$ cat src/rtl/if_stage_pkg.sv
// Shared types and defaults for the instruction-fetch stage.
package if_stage_pkg;

    localparam int          WORD_W        = 32;
    localparam logic [31:0] IF_RESET_PC   = 32'h1C00_0000;
    localparam int          IF_FIFO_DEPTH = 2;

    typedef logic [WORD_W-1:0] word_t;

    typedef struct packed {
        word_t inst;
        word_t pc;
    } fetch_entry_t;

    function automatic word_t align_word(input word_t addr);
        return {addr[WORD_W-1:2], 2'b00};
    endfunction

endpackage

$ cat src/rtl/if_stage_fifo.sv
// Register-based synchronous FIFO with flush; head is read straight from storage flops.
module if_fifo #(
    parameter int W     = 32,
    parameter int DEPTH = 2
) (
    input  logic                   clk,
    input  logic                   rst,
    input  logic                   push,
    input  logic [W-1:0]           push_data,
    input  logic                   pop,
    input  logic                   flush,
    output logic [W-1:0]           head,
    output logic                   full,
    output logic                   empty,
    output logic [$clog2(DEPTH):0] count
);
    localparam int AW = $clog2(DEPTH);

    logic [W-1:0]  mem_q [DEPTH];
    logic [W-1:0]  mem_d [DEPTH];
    logic [AW-1:0] wr_ptr_q, wr_ptr_d;
    logic [AW-1:0] rd_ptr_q, rd_ptr_d;
    logic [AW:0]   count_q, count_d;
    logic          do_push, do_pop;

    assign empty   = (count_q == '0);
    assign full    = (count_q == (AW+1)'(DEPTH));
    assign do_pop  = pop && !empty;
    // A push into a full FIFO is legal when the head leaves in the same cycle.
    assign do_push = push && (!full || do_pop);
    assign head    = mem_q[rd_ptr_q];
    assign count   = count_q;

    always_comb begin
        mem_d    = mem_q;
        wr_ptr_d = wr_ptr_q;
        rd_ptr_d = rd_ptr_q;
        count_d  = count_q;
        if (flush) begin
            wr_ptr_d = '0;
            rd_ptr_d = '0;
            count_d  = '0;
        end else begin
            if (do_push) begin
                mem_d[wr_ptr_q] = push_data;
                wr_ptr_d        = wr_ptr_q + AW'(1);
            end
            if (do_pop) begin
                rd_ptr_d = rd_ptr_q + AW'(1);
            end
            case ({do_push, do_pop})
                2'b10:   count_d = count_q + (AW+1)'(1);
                2'b01:   count_d = count_q - (AW+1)'(1);
                default: count_d = count_q;
            endcase
        end
    end

    always_ff @(posedge clk) begin
        mem_q <= mem_d;
        if (rst) begin
            wr_ptr_q <= '0;
            rd_ptr_q <= '0;
            count_q  <= '0;
        end else begin
            wr_ptr_q <= wr_ptr_d;
            rd_ptr_q <= rd_ptr_d;
            count_q  <= count_d;
        end
    end

endmodule

$ cat src/rtl/if_stage.sv
// Instruction-fetch stage: owns the PC, issues credit-limited fetches, buffers
// returned words and hands {inst, pc} to decode; redirects squash in-flight work.
module if_stage
    import if_stage_pkg::*;
#(
    parameter logic [31:0] RESET_PC   = IF_RESET_PC,
    parameter int          FIFO_DEPTH = IF_FIFO_DEPTH
) (
    input  logic        clk,
    input  logic        rst,
    output logic        imem_req_valid,
    input  logic        imem_req_ready,
    output logic [31:0] imem_addr,
    input  logic        imem_resp_valid,
    input  logic [31:0] imem_resp_data,
    input  logic        redirect,
    input  logic [31:0] redirect_pc,
    output logic        if_valid,
    input  logic        id_ready,
    output logic [31:0] if_inst,
    output logic [31:0] if_pc
);
    localparam int CW = $clog2(FIFO_DEPTH) + 1;

    word_t         pc_q, pc_d;
    word_t         if_pc_q, if_pc_d;
    logic [CW-1:0] drop_q, drop_d;
    logic [CW-1:0] outstanding, buf_count;
    logic          pcq_full, pcq_empty, buf_full, buf_empty;
    word_t         pcq_head;
    fetch_entry_t  buf_head, buf_in;
    logic          req_fire, resp_ok, resp_keep, pop, credit_ok;

    assign if_valid = !buf_empty && !redirect;
    assign pop      = if_valid && id_ready;

    // Credits cover in-flight plus buffered fetches; a slot freed by this cycle's
    // pop may be reissued at once, which sustains one fetch per cycle.
    assign credit_ok = ({1'b0, outstanding} + {1'b0, buf_count})
                     < ((CW+1)'(FIFO_DEPTH) + {{CW{1'b0}}, pop});

    assign imem_req_valid = !rst && !redirect && !pcq_full && credit_ok;
    assign imem_addr      = pc_q;
    assign req_fire       = imem_req_valid && imem_req_ready;

    assign resp_ok   = imem_resp_valid && !pcq_empty && !rst;
    assign resp_keep = resp_ok && !redirect && (drop_q == '0) && (!buf_full || pop);
    assign buf_in    = '{inst: imem_resp_data, pc: pcq_head};

    assign if_inst = if_valid ? buf_head.inst : '0;
    assign if_pc   = if_valid ? buf_head.pc   : if_pc_q;

    always_comb begin
        pc_d    = pc_q;
        drop_d  = drop_q;
        if_pc_d = if_pc;
        if (redirect) begin
            pc_d   = align_word(redirect_pc);
            // No fetch issues this cycle, so whatever is still outstanding afterwards is stale.
            drop_d = outstanding - CW'(resp_ok);
        end else begin
            if (req_fire) begin
                pc_d = pc_q + 32'd4;
            end
            if (resp_ok && (drop_q != '0)) begin
                drop_d = drop_q - CW'(1);
            end
        end
    end

    always_ff @(posedge clk) begin
        if (rst) begin
            pc_q    <= RESET_PC;
            drop_q  <= '0;
            if_pc_q <= '0;
        end else begin
            pc_q    <= pc_d;
            drop_q  <= drop_d;
            if_pc_q <= if_pc_d;
        end
    end

    if_fifo #(
        .W     ($bits(fetch_entry_t)),
        .DEPTH (FIFO_DEPTH)
    ) u_inst_buf (
        .clk       (clk),
        .rst       (rst),
        .push      (resp_keep),
        .push_data (buf_in),
        .pop       (pop),
        .flush     (redirect),
        .head      (buf_head),
        .full      (buf_full),
        .empty     (buf_empty),
        .count     (buf_count)
    );

    // Not flushed on redirect: squashed responses still retire their PC entry.
    if_fifo #(
        .W     (32),
        .DEPTH (FIFO_DEPTH)
    ) u_pc_queue (
        .clk       (clk),
        .rst       (rst),
        .push      (req_fire),
        .push_data (pc_q),
        .pop       (resp_ok),
        .flush     (1'b0),
        .head      (pcq_head),
        .full      (pcq_full),
        .empty     (pcq_empty),
        .count     (outstanding)
    );

endmodule
$ cat config.mk
export PLATFORM = sky130hd
export DESIGN_NAME = if_stage
export DESIGN_NICKNAME = d
export VERILOG_FILES = /design/src/rtl/if_stage_pkg.sv /design/src/rtl/if_stage_fifo.sv /design/src/rtl/if_stage.sv
export SDC_FILE = /design/constraint.sdc
export NUM_CORES = 1
export LEC_CHECK = 0
export CAP_MARGIN = 5
export CELL_PAD_IN_SITES_DETAIL_PLACEMENT = 0
export CELL_PAD_IN_SITES_GLOBAL_PLACEMENT = 2
export CORE_UTILIZATION = 30
export CTS_CLUSTER_DIAMETER = 40
export DETAILED_ROUTE_END_ITERATION = 8
export GPL_ROUTABILITY_DRIVEN = 0
export PLACE_DENSITY_LB_ADDON = 0.1
export SKIP_CTS_REPAIR_TIMING = 1
export SLEW_MARGIN = 20
export SYNTH_ARGS = -nofsm -noshare
export SYNTH_HDL_FRONTEND = slang
export SYNTH_SLANG_ARGS = --single-unit
$ cat constraint.sdc
create_clock -name clk -period 7.6 [get_ports clk]
set_input_delay 1.52 -clock clk [delete_from_list [all_inputs] [get_ports clk]]
set_output_delay 1.52 -clock clk [all_outputs]
set_load 0.1 [all_outputs]
-- Word level (Yosys, flattened, before mapping)
Cells that the tools add are included.
- add/sub/neg operators: 13
- order comparisons: 7
- equality and inequality tests: 6
- muxes and demuxes: 20
- bitwise operators: 5
- reductions and logical operators: 37
- operators by type and width (cell ; number):
    two-way mux 32 bit ; 8
    two-way mux 64 bit ; 4
    bitwise mux 128 bit ; 1
    bitwise mux 64 bit ; 1
    demux 64 bit (select 1 bit) ; 1
    adder 32 x 3 -> 32 bit (second input constant) ; 1
    demux 32 bit (select 1 bit) ; 1
    logical AND 1 bit ; 18
    nonzero test 2 bit ; 5
    == test 2 bit (second input constant) ; 4
    >= comparator 2 bit (second input constant) ; 4
    inverter 1 -> 2 bit ; 4
    one-hot mux 2 bit (2 select lines) ; 2
    zero test 1 bit ; 6
    zero test 2 bit ; 3
    subtractor 2 x 1 -> 2 bit (second input constant) ; 3
    adder 1 bit (second input constant) ; 4
    adder 2 x 1 -> 2 bit (second input constant) ; 2
    == test 2 x 1 -> 1 bit (second input constant) ; 2
    < comparator 2 x 1 -> 1 bit (second input constant) ; 2
    two-way mux 2 bit ; 2
    adder 2 x 1 -> 3 bit (first input constant) ; 1
    adder 2 x 2 -> 3 bit ; 1
    logical OR 1 bit ; 3
    other kinds (5) ; 5
- register bits: 266
- output and inout port bits: 98

-- Longest topological paths before layout
- word-level depth: 11
- mapped depth: 11

-- Hierarchy
A second synthesis with hierarchy kept.
- cells, all modules: 741
- area, all modules: 10772.8 um^2
- by module, submodules not included (module ; instances ; cells each ; area each (um^2) ; sequential area each (um^2)):
    if_fifo at u_inst_buf ; 1 ; 223 ; 4825.9 ; 3923.8
    if_stage ; 1 ; 391 ; 3409.5 ; 1281.2
    if_fifo at u_pc_queue ; 1 ; 127 ; 2537.4 ; 2001.9

-- Least setup slack after synthesis
No wires, ideal clock.
- kind: input -> output
- start: in redirect
- end: out imem_req_valid
- data arrival time: 5.287 ns
- data required time: 6.080 ns
- setup slack: 0.793 ns
- stages on the path: 4
- cells stage by stage: o21bai_2 > o31a_1 > buf_4 > nor4b_1
- longest elaborated chain between the ends: 6
- elaborated cells on any way between the ends: 8
- RTL lines (element ; line ; source):
    start, declared ; if_stage.sv:16 ; input logic redirect,
    zero test 1 bit * ; if_stage.sv:34, if_stage.sv:42 ;
    logical AND 1 bit ; if_stage.sv:34 ; assign if_valid = !buf_empty && !redirect;
    logical AND 1 bit ; if_stage.sv:35 ; assign pop = if_valid && id_ready;
    adder 2 x 1 -> 3 bit ; if_stage.sv:40 ; < ((CW+1)'(FIFO_DEPTH) + {{CW{1'b0}}, pop});
    < comparator 3 bit ; if_stage.sv:40 ;
    logical AND 1 bit * ; if_stage.sv:42 ; assign imem_req_valid = !rst && !redirect && !pcq_full && credit_ok;
    end, declared ; if_stage.sv:11 ; output logic imem_req_valid,
Mark *: on every way between the ends. The rest lies on a longest branch, timed or not.

-- Final worst setup path
- start: in redirect
- end: out if_inst[5]
- longest elaborated chain between the ends: 3
- RTL lines (element ; line ; source):
    zero test 1 bit ; if_stage.sv:34 ;
    logical AND 1 bit ; if_stage.sv:34 ;
    two-way mux 32 bit ; if_stage.sv:50 ; assign if_inst = if_valid ? buf_head.inst : '0;
    end, declared ; if_stage.sv:20 ; output logic [31:0] if_inst,
No other way between the ends.

==> out/results.tsv <==
stage	metric	value	unit
timing	setup-tns-final	0	ns
layout	fin_cells	1434	
floorplanning	fp-row-count	67	
power_and_ir_drop	swShare	0.237	
power_and_ir_drop	total_power	3.65	mW
layout	n_fill_cell	3202	
floorplanning	boundaryPins	168	
critical_path	r2r-start	u_pc_queue.count[1]$_SDFFE_PP0P_	
critical_path	crit_type	input pin to primary output	
floorplanning	die_h	187	um
global_routing	met2_usage	0.224	
detailed_routing	ant_nets	0	
power_and_ir_drop	combPwrFrac	0.067	
detailed_routing	post_drt_wl_per_cell	17.7	um
placement	dp_slack	1.60	ns
placement	dpl.cell_count	1356	
synthesis	synth.top_cell.area_share	0.536	
detailed_routing	drt_first_iter_violations	342	
floorplanning	die_w	187	um
timing	slew_headroom	0.319	
placement	hpwl	16.4	mm
power_and_ir_drop	ir_drop	0.000150	V
floorplanning	core_area	0.0336	mm2
worst_hold_path	worstHoldStart	u_pc_queue.rd_ptr_q$_SDFFE_PP0P_	
timing	setup_ws	1.66	ns
timing	hold_violations	0	
power_and_ir_drop	leakagePower	4.53	nW
timing	rsz0062_at_grt	no	
placement	placed_cell_area	0.0123	mm2
clock_network	cts_buffers	42	
global_routing	grt.overflow.total	0	
timing	finalCriticalPeriod	5.94	ns
global_routing	grt_pass1_vias	6836	
synthesis	avgSynthCellArea	13.3	um2
global_routing	grt_usage	0.146	
synthesis	synth_seq_cells	256	
layout	seqCellArea	0.00697	mm2
synthesis	seq_area_frac_synth	0.676	
critical_path	reg2regPathDepth	5	
global_routing	grt_pass1_wl	40.1	mm
worst_hold_path	hold_end	u_pc_queue.rd_ptr_q$_SDFFE_PP0P_	
global_routing	grt_busiest_layer	met2	
critical_path	cp.arrival	4.42	ns
critical_path	endpoint_kind	primary output	
layout	diodes	0	
critical_path	start_kind	input pin	
timing	achievable-frequency	168	MHz
synthesis	synthCells	774	
clock_network	clock_latency	0.51	ns
synthesis	synthesis.area	0.0103	mm2
global_routing	grt_start_max_net_pins	63	
clock_network	cts_root_buf	clkbuf_16	
timing	worst_pin_slew	1.01	ns
detailed_routing	via_per_inst	4.67	
layout	layout-drive-gt1-share	0.157	
synthesis	ys_async_sr_fraction	0	
timing	slew_violations	0	
global_routing	grt_util_met1	0.205	
clock_network	cts.sinks	256	
global_routing	grt_antenna_before_repair	0	
floorplanning	initial_core_util	0.306	
flow_run	drv_cap	0	
worst_hold_path	min_path_type	flip-flop to flip-flop	
layout	synthToLayoutAreaGrowth	33.5	%
synthesis	synth.distinct_cells	55	
detailed_routing	routed_wl	25.3	mm
synthesis	ys.flop_type	edfxtp_1	
clock_network	cts.path.max_buffers	3	
critical_path	regToRegEndpoint	u_inst_buf.mem_q[111]$_DFFE_PP_	
synthesis	synth_edf_count	184	
critical_path	r2r_setup_slack	4.47	ns
worst_hold_path	worstHoldPathCells	2	
layout	multi_input_area	0.00313	mm2
critical_path	crit_required	6.08	ns
timing	setup_viol	0	
synthesis	synth_area_leaders	edfxtp_1 (54%), dfxtp_1 (14%), mux2i_1 (6.0%)	
detailed_routing	first_pass_iters	5	
power_and_ir_drop	pwr-share-clk	0.507	
clock_network	cts_htree_levels	2	
clock_network	clk_pin_slew	0.05	ns
global_routing	grt_util_met3	0.0308	
detailed_routing	num_vias	6695	
placement	io_buffers	163	
synthesis	yosysWarnings	0	
clock_network	cts_tree	built	
synthesis	yosysTopAreaCell	edfxtp_1	
floorplanning	dieArea	0.0351	mm2
power_and_ir_drop	p_int	2.78	mW
critical_path	path_max_fanout	38	
timing	finalCritPeriodShare	0.781	
status	status	finished, final reports clean	
power_and_ir_drop	switchingPower	0.864	mW
layout	finalInstanceArea	0.0137	mm2
detailed_routing	drc	0	
layout	final_nets	1029	
timing	finClkSkew	0.0191	ns
power_and_ir_drop	seqPwrFrac	0.426	
power_and_ir_drop	p_per_area	265	mW/mm2
## power by group through the flow
stage / registers [mW] / logic, mW / clock network, mW
final: 1.55 / 0.245 / 1.85
after global routing: 1.56 / 0.259 / 1.97
after CTS: 1.56 / 0.247 / 1.90
after detailed placement: 1.58 / 0.245 / 0
after global placement: 1.58 / 0.242 / 0
after floorplan: 1.64 / 0.0906 / 0
## kinds of logic (layout without fill, tap and decap cells)
group	Yosys count	in the layout	share of synthesized area
multiplexers	92	92	0.0931
adder cells (fa/ha/maj)	7	7	0.00923
flip-flops	256	256	0.676
AND/OR/NAND/NOR	230	230	0.114
XOR/XNOR	14	14	0.0119
AO/OA/AOI/OAI	120	120	0.0728
buffers and inverters	54	265	0.0226
other	1	2	0.000364
## per-layer routing
layer	part of all wire	wire length [um]	vias up
met5	0	0	-
li1	-	-	3238
met4	0.025	627	0
met2	0.44	11200	219
met3	0.052	1320	47
met1	0.48	12200	3191
## placed cells by master (no fill, tap or decap), types with 23 or more instances in the layout
cell type,instances
nor2b_1,36
mux2_2,30
clkdlybuf4s50_1,132
nand2_1,60
mux2i_1,62
clkbuf_16,45
nor2_1,53
o21ai_0,45
buf_4,41
edfxtp_1,184
dfxtp_1,71
a21oi_1,23
## stage by stage
step	hold slack, ns	utilization
2_1_floorplan	0.498	-
3_3_place_gp	0.500	0.367
3_5_place_dp	0.511	0.367
4_1_cts	0.523	0.409
5_1_grt	0.553	0.409
6_report	0.517	0.409
## synth_stat cells (7+ instances only)
library cell	count
nor3_1	8
edfxtp_1	184
nand4_1	10
dfxtp_1	72
clkbuf_1	24
a22oi_1	11
nand2_1	60
mux2i_1	62
nand3_1	15
mux2_2	30
o21ai_0	45
xnor2_1	9
nand2b_1	7
inv_1	12
buf_2	7
a31oi_1	8
and3_1	8
nor2_1	56
a21oi_1	23
nor2b_1	36
## sequential cells by signal, indices dropped and copies added, names as in the netlist
signal and cells:
u_inst_buf.rd_ptr_q 1, u_inst_buf.wr_ptr_q 1, u_inst_buf.count 2, if_pc_q 32, u_pc_queue.count 2, u_pc_queue.mem_q 60
drop_q 2, u_pc_queue.rd_ptr_q 1, u_inst_buf.mem_q 124, u_pc_queue.wr_ptr_q 1, imem_addr 30
## final cells by class
class | instances | share of cell area
timing repair buffer | 174 | 0.119
clock buffer | 52 | 0.0846
inverter | 13 | 0.00373
sequential | 256 | 0.507
clock inverter | 26 | 0.0174
tap | 448 | 0.0408
multi-input combinational | 465 | 0.228
## how the worst max path moves through the flow
stage                         from              to  slack, ns
final                     redirect      if_inst[5]       1.66
after global routing      redirect      if_inst[0]       1.44
after CTS                 redirect     if_inst[18]       1.59
after detailed placement  redirect     if_inst[18]       1.60
after global placement    redirect     if_inst[17]       1.67
after floorplan           redirect  imem_req_valid       0.79
## worst max-delay path, stage by stage
cell and delay [ns]:
clkdlybuf4s50_1 0.46, buf_4 0.40, o21bai_4 0.46, buf_4 0.46
nor2_1 0.10, clkdlybuf4s50_1 0.99
No activity file was read; power rests on OpenSTA's default activity.
